==> config.mk <==
export PLATFORM = sky130hd
export DESIGN_NAME = keypad_scan
export DESIGN_NICKNAME = d
export VERILOG_FILES = /design/src/rtl/keypad_scan.sv
export SDC_FILE = /design/constraint.sdc
export NUM_CORES = 1
export LEC_CHECK = 0
export BUFFER_PORTS_ARGS = -buffer_cell sky130_fd_sc_hd__clkbuf_2
export CORE_MARGIN = 3
export CORE_UTILIZATION = 45
export DETAILED_ROUTE_END_ITERATION = 7
export PLACE_DENSITY = 0.68
export SETUP_SLACK_MARGIN = 0.2
export SLEW_MARGIN = 25
export SYNTH_ARGS = -nofsm -noshare
export SYNTH_HDL_FRONTEND = slang
export SYNTH_SLANG_ARGS = --single-unit
==> constraint.sdc <==
create_clock -name clk -period 2.5 [get_ports clk]
set_input_delay 0.25 -clock clk [delete_from_list [all_inputs] [get_ports clk]]
set_output_delay 0.25 -clock clk [all_outputs]
set_load 0.03 [all_outputs]
==> src/rtl/keypad_scan.sv <==
// keypad_scan: scans a 4x4 hex matrix keypad, debounces one key at a time and emits one code per press.
//
// Ports:
//   clk       system clock
//   rst       synchronous active-high reset
//   row_in    keypad rows, active-low, asynchronous (externally pulled high)
//   clr       synchronous clear of the entry register
//   col_out   column strobes, active-low, one bit low at a time
//   key_valid one-cycle pulse per accepted press
//   key_code  hex code of the last accepted key, held between presses
//   value     32-bit entry register, newest digit in [3:0]
//
// Build option: define KEYPAD_ENTRY_EN to build the value shift register and clr handling;
// otherwise value is tied to zero and clr is ignored.
module keypad_scan #(
    parameter int SCAN_DIV     = 100000,
    parameter int DEBOUNCE_CNT = 10
) (
    input  logic        clk,
    input  logic        rst,
    input  logic [3:0]  row_in,
    input  logic        clr,
    output logic [3:0]  col_out,
    output logic        key_valid,
    output logic [3:0]  key_code,
    output logic [31:0] value
);
    localparam int DW = $clog2(SCAN_DIV);
    localparam int CW = $clog2(DEBOUNCE_CNT + 1);
    // nibble {row, col} of this constant is the key printed at that position
    localparam logic [63:0] KEYMAP = 64'hDEF0_C987_B654_A321;

    typedef enum logic [1:0] {SCAN, DEBOUNCE, HELD} state_t;

    state_t         state;
    logic [3:0]     s1, rs;
    logic [DW-1:0]  dwell;
    logic [1:0]     c, lr;
    logic [CW-1:0]  mcnt, rcnt;
    logic [3:0]     low;
    logic           hit, sample, accept;
    logic [1:0]     row_idx;
    logic [3:0]     code;

    always_comb begin
        low     = ~rs;
        hit     = (low != 4'd0) && ((low & (low - 4'd1)) == 4'd0);
        row_idx = {low[3] | low[2], low[3] | low[1]};
        sample  = dwell == DW'(SCAN_DIV - 1);
        code    = KEYMAP[{row_idx, c, 2'b00} +: 4];
        // the sample completing DEBOUNCE_CNT matches; with a count of 1 the first hit in SCAN is enough
        accept  = sample && hit &&
                  ((state == SCAN && DEBOUNCE_CNT == 1) ||
                   (state == DEBOUNCE && row_idx == lr && mcnt == CW'(DEBOUNCE_CNT - 1)));
    end

    always_ff @(posedge clk) begin
        if (rst) begin
            state     <= SCAN;
            s1        <= 4'hF;
            rs        <= 4'hF;
            dwell     <= '0;
            c         <= 2'd0;
            col_out   <= 4'b1110;
            lr        <= 2'd0;
            mcnt      <= '0;
            rcnt      <= '0;
            key_valid <= 1'b0;
            key_code  <= 4'h0;
        end else begin
            s1        <= row_in;
            rs        <= s1;
            dwell     <= sample ? '0 : dwell + 1'b1;
            key_valid <= accept;
            if (accept)
                key_code <= code;
            if (sample) begin
                case (state)
                    SCAN: begin
                        if (hit) begin
                            lr    <= row_idx;
                            mcnt  <= CW'(1);
                            rcnt  <= '0;
                            state <= accept ? HELD : DEBOUNCE;
                        end else begin
                            c       <= c + 2'd1;
                            col_out <= {col_out[2:0], col_out[3]};
                        end
                    end
                    DEBOUNCE: begin
                        if (hit && row_idx == lr) begin
                            mcnt <= mcnt + 1'b1;
                            if (accept) begin
                                state <= HELD;
                                rcnt  <= '0;
                            end
                        end else begin
                            state   <= SCAN;
                            c       <= c + 2'd1;
                            col_out <= {col_out[2:0], col_out[3]};
                        end
                    end
                    HELD: begin
                        if (hit)
                            rcnt <= '0;
                        else if (rcnt == CW'(DEBOUNCE_CNT - 1)) begin
                            rcnt    <= '0;
                            state   <= SCAN;
                            c       <= c + 2'd1;
                            col_out <= {col_out[2:0], col_out[3]};
                        end else
                            rcnt <= rcnt + 1'b1;
                    end
                    default: state <= SCAN;
                endcase
            end
        end
    end

`ifdef KEYPAD_ENTRY_EN
    always_ff @(posedge clk) begin
        if (rst)
            value <= 32'h0;
        else if (clr)
            value <= accept ? {28'h0, code} : 32'h0;
        else if (accept)
            value <= {value[27:0], code};
    end
`else
    logic unused_clr;
    assign unused_clr = clr;
    assign value      = 32'h0;
`endif

endmodule

==> flow_summary.ini, run 1 <==
[detailed_routing]
vias_per_cell = 5.04
drtIter0Drc = 83
wl_um = 4650
vias = 2017
wl_per_cell_um = 11.6
drtPass1Iterations = 4
ant_nets = 0
drc = 0

[sta]
relSlewSlack = 0.613
fin_ws_ps = 223
layout_min_cycle_time_ps = 2280
hold_viol_final = 0
finalSetupViolCount = 0
fin_tns_setup_ps = 0
holdWs_ps = 130
rsz0062_at_grt = true
worst_pin_slew_ps = 576
finClkSkew_ps = 9.31
slew_violations = 0
max_freq_mhz = 439
fin_crit_sh = 0.911

[setup_path]
critical_path.startpoint = dwell[6]
path_max_fanout = 3
cp_data_required_time_ps = 2730
crit_top_cell = or4_4
cp_cell_sequence = or4bb_4, or4_4, buf_6, or4_4, a21oi_2
crit_arrival_ps = 2500
cp_slowest_cell = or4_4
rr_startpoint = dwell[6]
cp-end-kind = flip-flop
reg2reg_slack_ps = 220
slowest_delay_ps = 580
path_class = reg -> reg
crit_end = rcnt[0]
r2r-end = rcnt[0]
start_kind = flip-flop
r2r_cells = 5

[floorplan]
die_x_um = 81.8
rows = 26
core_area_sq_mm = 0.00534
io_pins = 48
start_util = 0.485
dieHeight_um = 81.8
die_area_sq_mm = 0.00669

[placed_design]
io_buffers = 14
place_hpwl_um = 3360
pre_cts_ws_ps = 175
gp_congestion = 0.778

[grt]
grt_pass1_vias = 1795
grt_pass1_wl_um = 7780
grt_usage = 0.147
grt_max_degree = 27
antenna_found_initial = 0
grt_overflow = 0

[outcome]
outcome = finished clean

[logic_synthesis]
avgSynthCellArea_sq_um = 8.71
postSynthCellCount = 297
synth_edf_count = 0
synth.area.top_cells = dfxtp_1 37%, buf_4 9.3%, nor2_1 5.5%, ha_1 4.8%, mux2i_1 3.9%
yosys.area.top_type = dfxtp_1
syn_area_sq_mm = 0.00259
synthArstFlopShare = 0
ys_warn_count = 0
synth_top_area_frac = 0.372
synth.yosys.seq_area_share = 0.372
synth_seq_cells = 48
synth_flop_cell = dfxtp_1
synth_cell_type_count = 55

[finish]
fillers = 508
final-seq-area_sq_um = 965
syn2layout_area_growth_pct = 13.5
drive_gt1_frac = 0.221
n_antenna_cell = 0
multi_input_area_sq_mm = 0.00147
nets = 346

[cts]
cts_tree = built
clk_pin_slew_worst_paths_ps = 90
cts_buffers = 5
cts.sinks = 48
clk_latency_ps = 290
cts_max_level = 2
cts_max_path_buffers = 2
root_buffer = clkbuf_8
hold_buffers = 0

[hold_path]
hp-class = in -> reg

[power]
powerDensity_mw_per_mm2 = 516
p_leak_uw = 0.00126
irDropWorstVdd_uv = 346

[job]
drv_cap = 0
timing repair:
item	4_1_cts	5_1_grt
setup endpoints to repair	2	11
gates resized for setup	0	14
setup buffers	2	2
pin swaps	1	5
endpoints found under the hold margin	0	0
power breakdown:
| part | total [uW] | internal, uW | switching, uW |
|---|---|---|---|
| clock | 600 | 353 | 248 |
| combinational | 130 | 29.7 | 99.8 |
| sequential | 784 | 774 | 10.3 |
worst min-delay path by stage:
stage               slack, ps  startpoint    end  depth (start not counted)
detailed placement        390       s1[2]  rs[2]                          1
CTS                       120   row_in[1]  s1[1]                          2
global route              120   row_in[0]  s1[0]                          2
finish                    130   row_in[1]  s1[1]                          2
global placement          400       s1[2]  rs[2]                          1
floorplan                 350   row_in[0]  s1[0]                          1
critical path: cells and delay by family (launching register included):
family,cells,cell delay (ps)
compound gates,1,130
flops,1,340
buf+inv,1,150
simple gates,3,1600
cell usage in the layout, fill, tap and decap left out, types with 3 or more instances in the layout:
cell	instances
dfxtp_1	45
mux2i_1	10
inv_1	14
xor2_1	8
ha_1	9
or2_2	11
nand2b_1	7
nand2_1	17
a21oi_1	9
conb_1	32
dfxtp_2	3
nand3_1	12
clkbuf_2	14
xnor2_1	6
buf_4	20
clkbuf_8	7
nor3_1	4
nor2_1	38
o21ai_0	4
or3_1	4
nand4_1	3
Yosys cell counts (all sizes together) (4+ instances only):
cell,n
xnor2,6
buf,34
a21oi,11
nor3,4
mux2i,10
nand2,17
o21ai,4
inv,14
nand2b,7
clkbuf,7
nand3,12
ha,10
or3,4
dfxtp,48
xor2,8
or2,11
nor2,38
state kept, by name, summed over array words and instances (netlist names):
signal and cells:
c 2, col_out 4, dwell 17, key_code 4, key_valid 1, lr 2, mcnt 4, rcnt 4
rs 4, s1 4, state 2
metrics by stage:
| step | total power (uW) | utilization | instances | instance area, sq um |
|---|---|---|---|---|
| final | 1510 | 0.550 | 400 | 2940 |
| after global placement | 926 | 0.508 | 388 | 2710 |
| after CTS | 1540 | 0.535 | 398 | 2850 |
| after global routing | 1590 | 0.550 | 400 | 2940 |
| after detailed placement | 928 | 0.508 | 388 | 2710 |
| after floorplan | 949 | - | 328 | 2700 |
final cells by class:
type / instances / area share
multi-input cells: 225 / 0.502
flip-flops and latches: 48 / 0.329
repair buffers: 35 / 0.0789
clock buffers: 7 / 0.0328
well taps: 70 / 0.0298
inverters: 14 / 0.0179
clock inverters: 1 / 0.0102
kinds of logic (layout without fill, tap and decap cells):
logic type,after synthesis,after routing,share of synthesized area
AOI/OAI and AO/OA,40,40,0.111
and+or+nand+nor,118,118,0.251
adders and majority gates,10,10,0.0484
DFF,48,48,0.372
buffers and inverters,55,57,0.127
xor gates and xnor gates,14,14,0.0474
other,1,32,0.00145
muxes,11,11,0.0431
routing by layer:
metal	up-vias	share of wire	wire length (um)	global-route usage
met5	-	0	0	0
met4	0	0.013	59	0.0498
met3	7	0.044	203	0.0329
met2	45	0.46	2130	0.236
met1	939	0.49	2260	0.193
li1	1026	-	-	-
Note: power is estimated with default switching activity, not from simulation.
==> run 2, diff against run 1 <==
- PLACE_DENSITY: 0.68 -> 0.73
==> run 2 against run 1 <==
Net effect:
- setup slack got worse by 33 ps
- clock power decreased by 20%
- final cell count decreased by 1.8%
- first-iteration DRC count increased by 42%
- register-to-register slack got worse by 30 ps
- routed wire length increased by 3.1%
- clock-buffer cell count decreased by 2
- worst hold slack got worse by 23 ps
- sequential share of layout area increased by 1.4 points
- utilization decreased by 2.4 points
- largest cell class unchanged
- cell area decreased by 4.3%
- non-clock buffer count decreased by 7
==> flow_summary.ini, run 2 (same netlist as run 1, synthesis figures left out) <==
[floorplan]
start_util = 0.485
io_pins = 48
rows = 26
die_area_sq_mm = 0.00669
core_area_sq_mm = 0.00534
die_x_um = 81.8
dieHeight_um = 81.8

[setup_path]
crit_arrival_ps = 2560
cp_data_required_time_ps = 2750
path_class = reg -> reg
start_kind = flip-flop
path_max_fanout = 5
cp_slowest_cell = or4b_4
slowest_delay_ps = 590
cp-end-kind = flip-flop
cp_cell_sequence = or4b_4, nor4_1, nand3_1, or4_1, a21oi_1

[power]
power.switching_uw = 392
pwr-share-comb = 0.094
powerDensity_mw_per_mm2 = 497
p_leak_uw = 0.00120
intPower_uw = 1000
p_clk_frac = 0.344
irDropWorstVdd_uv = 397
seqPwrFrac = 0.562
switching_share = 0.281

[cts]
cts_max_level = 2
root_buffer = clkbuf_8
clk_latency_ps = 320
hold_buffers = 0
clk_pin_slew_worst_paths_ps = 90
cts.sinks = 48
cts_buffers = 5
cts_tree = built
cts_max_path_buffers = 2

[detailed_routing]
vias_per_cell = 5.10
drtIter0Drc = 118
wl_per_cell_um = 12.2
wl_um = 4800
vias = 2003
drtPass1Iterations = 5
drc = 0
ant_nets = 0

[job]
drv_cap = 0

[finish]
syn2layout_area_growth_pct = 8.56
largest_register_ffs = 17
final_util = 0.526
final_common_cell = dfxtp_1
drive_gt1_frac = 0.186
top_register = dwell
n_antenna_cell = 0
fin_cells = 393
nets = 339
layout_common_cells = 47 x dfxtp_1, 38 x nor2_1, 32 x conb_1

[grt]
grt_usage = 0.150
grt_pass1_vias = 1804
grt_overflow = 0
grt_pass1_wl_um = 7890
antenna_found_initial = 0
grt_max_degree = 22

[outcome]
outcome = finished clean

[sta]
finClkSkew_ps = 11.0
hold_viol_final = 0
worst_pin_slew_ps = 567
layout_min_cycle_time_ps = 2310
fin_ws_ps = 189
finalSetupViolCount = 0
fin_tns_setup_ps = 0
max_freq_mhz = 433
fin_crit_sh = 0.924
relSlewSlack = 0.619
slew_violations = 0
rsz0062_at_grt = true

[placed_design]
gp_congestion = 0.796
dpl.cell_count = 383
place_hpwl_um = 3420
io_buffers = 14
pre_cts_ws_ps = 106

[hold_path]
hp-class = in -> reg
==> run 2: timing repair <==
| action | CTS | global route |
|---|---|---|
| pin swaps | 1 | 1 |
| endpoints found under the setup margin | 2 | 16 |
| gates resized for setup | 2 | 4 |
| setup buffers | 2 | 0 |
==> run 2: final timing paths <==
check                           slack [ps]  endpoint  cells after the start  startpoint
worst min-delay path                   110     s1[0]                      2   row_in[0]
worst max-delay path                   190   mcnt[2]                      5    dwell[8]
worst max register to register         190   mcnt[2]                      5    dwell[8]
worst min register to register         420     rs[3]                      1       s1[3]
==> run 2: cell type report <==
class	count	area, sq um
Clock buffer	5	68.8
Sequential cell	48	962
Fill cell	512	2530
Timing Repair Buffer	28	175
Inverter	14	52.6
Multi-Input combinational cell	225	1440
Tap cell	70	87.6
Clock inverter	3	21.3
==> run 2: power groups by stage <==
stage                     clock network, uW  logic, uW  registers [uW]
after CTS                               490        128             784
after floorplan                           0        152             797
final                                   480        131             784
after global routing                    513        144             786
after global placement                    0        126             801
after detailed placement                  0        127             801
==> run 2: critical path: cells and delay by family (launching register included) <==
| kind | cells | cell delay (ps) |
|---|---|---|
| flip-flops | 1 | 360 |
| AO/OA/AOI/OAI | 1 | 150 |
| AND/OR/NAND/NOR | 4 | 1740 |
==> run 2: metrics by stage <==
step                instance area [sq um]  power [uW]  hold slack [ps]
detailed placement                   2680         929              394
CTS                                  2790        1400              106
global route                         2810        1440              113
global placement                     2680         927              403
floorplan                            2700         949              354
finish                               2810        1390              107
==> run 2: layer usage <==
layer	routed length, um	vias up	global-route usage
li1	-	1006	-
met1	2210	925	0.191
met2	2210	62	0.242
met3	303	10	0.0362
met4	70	0	0.0581
met5	0	-	0
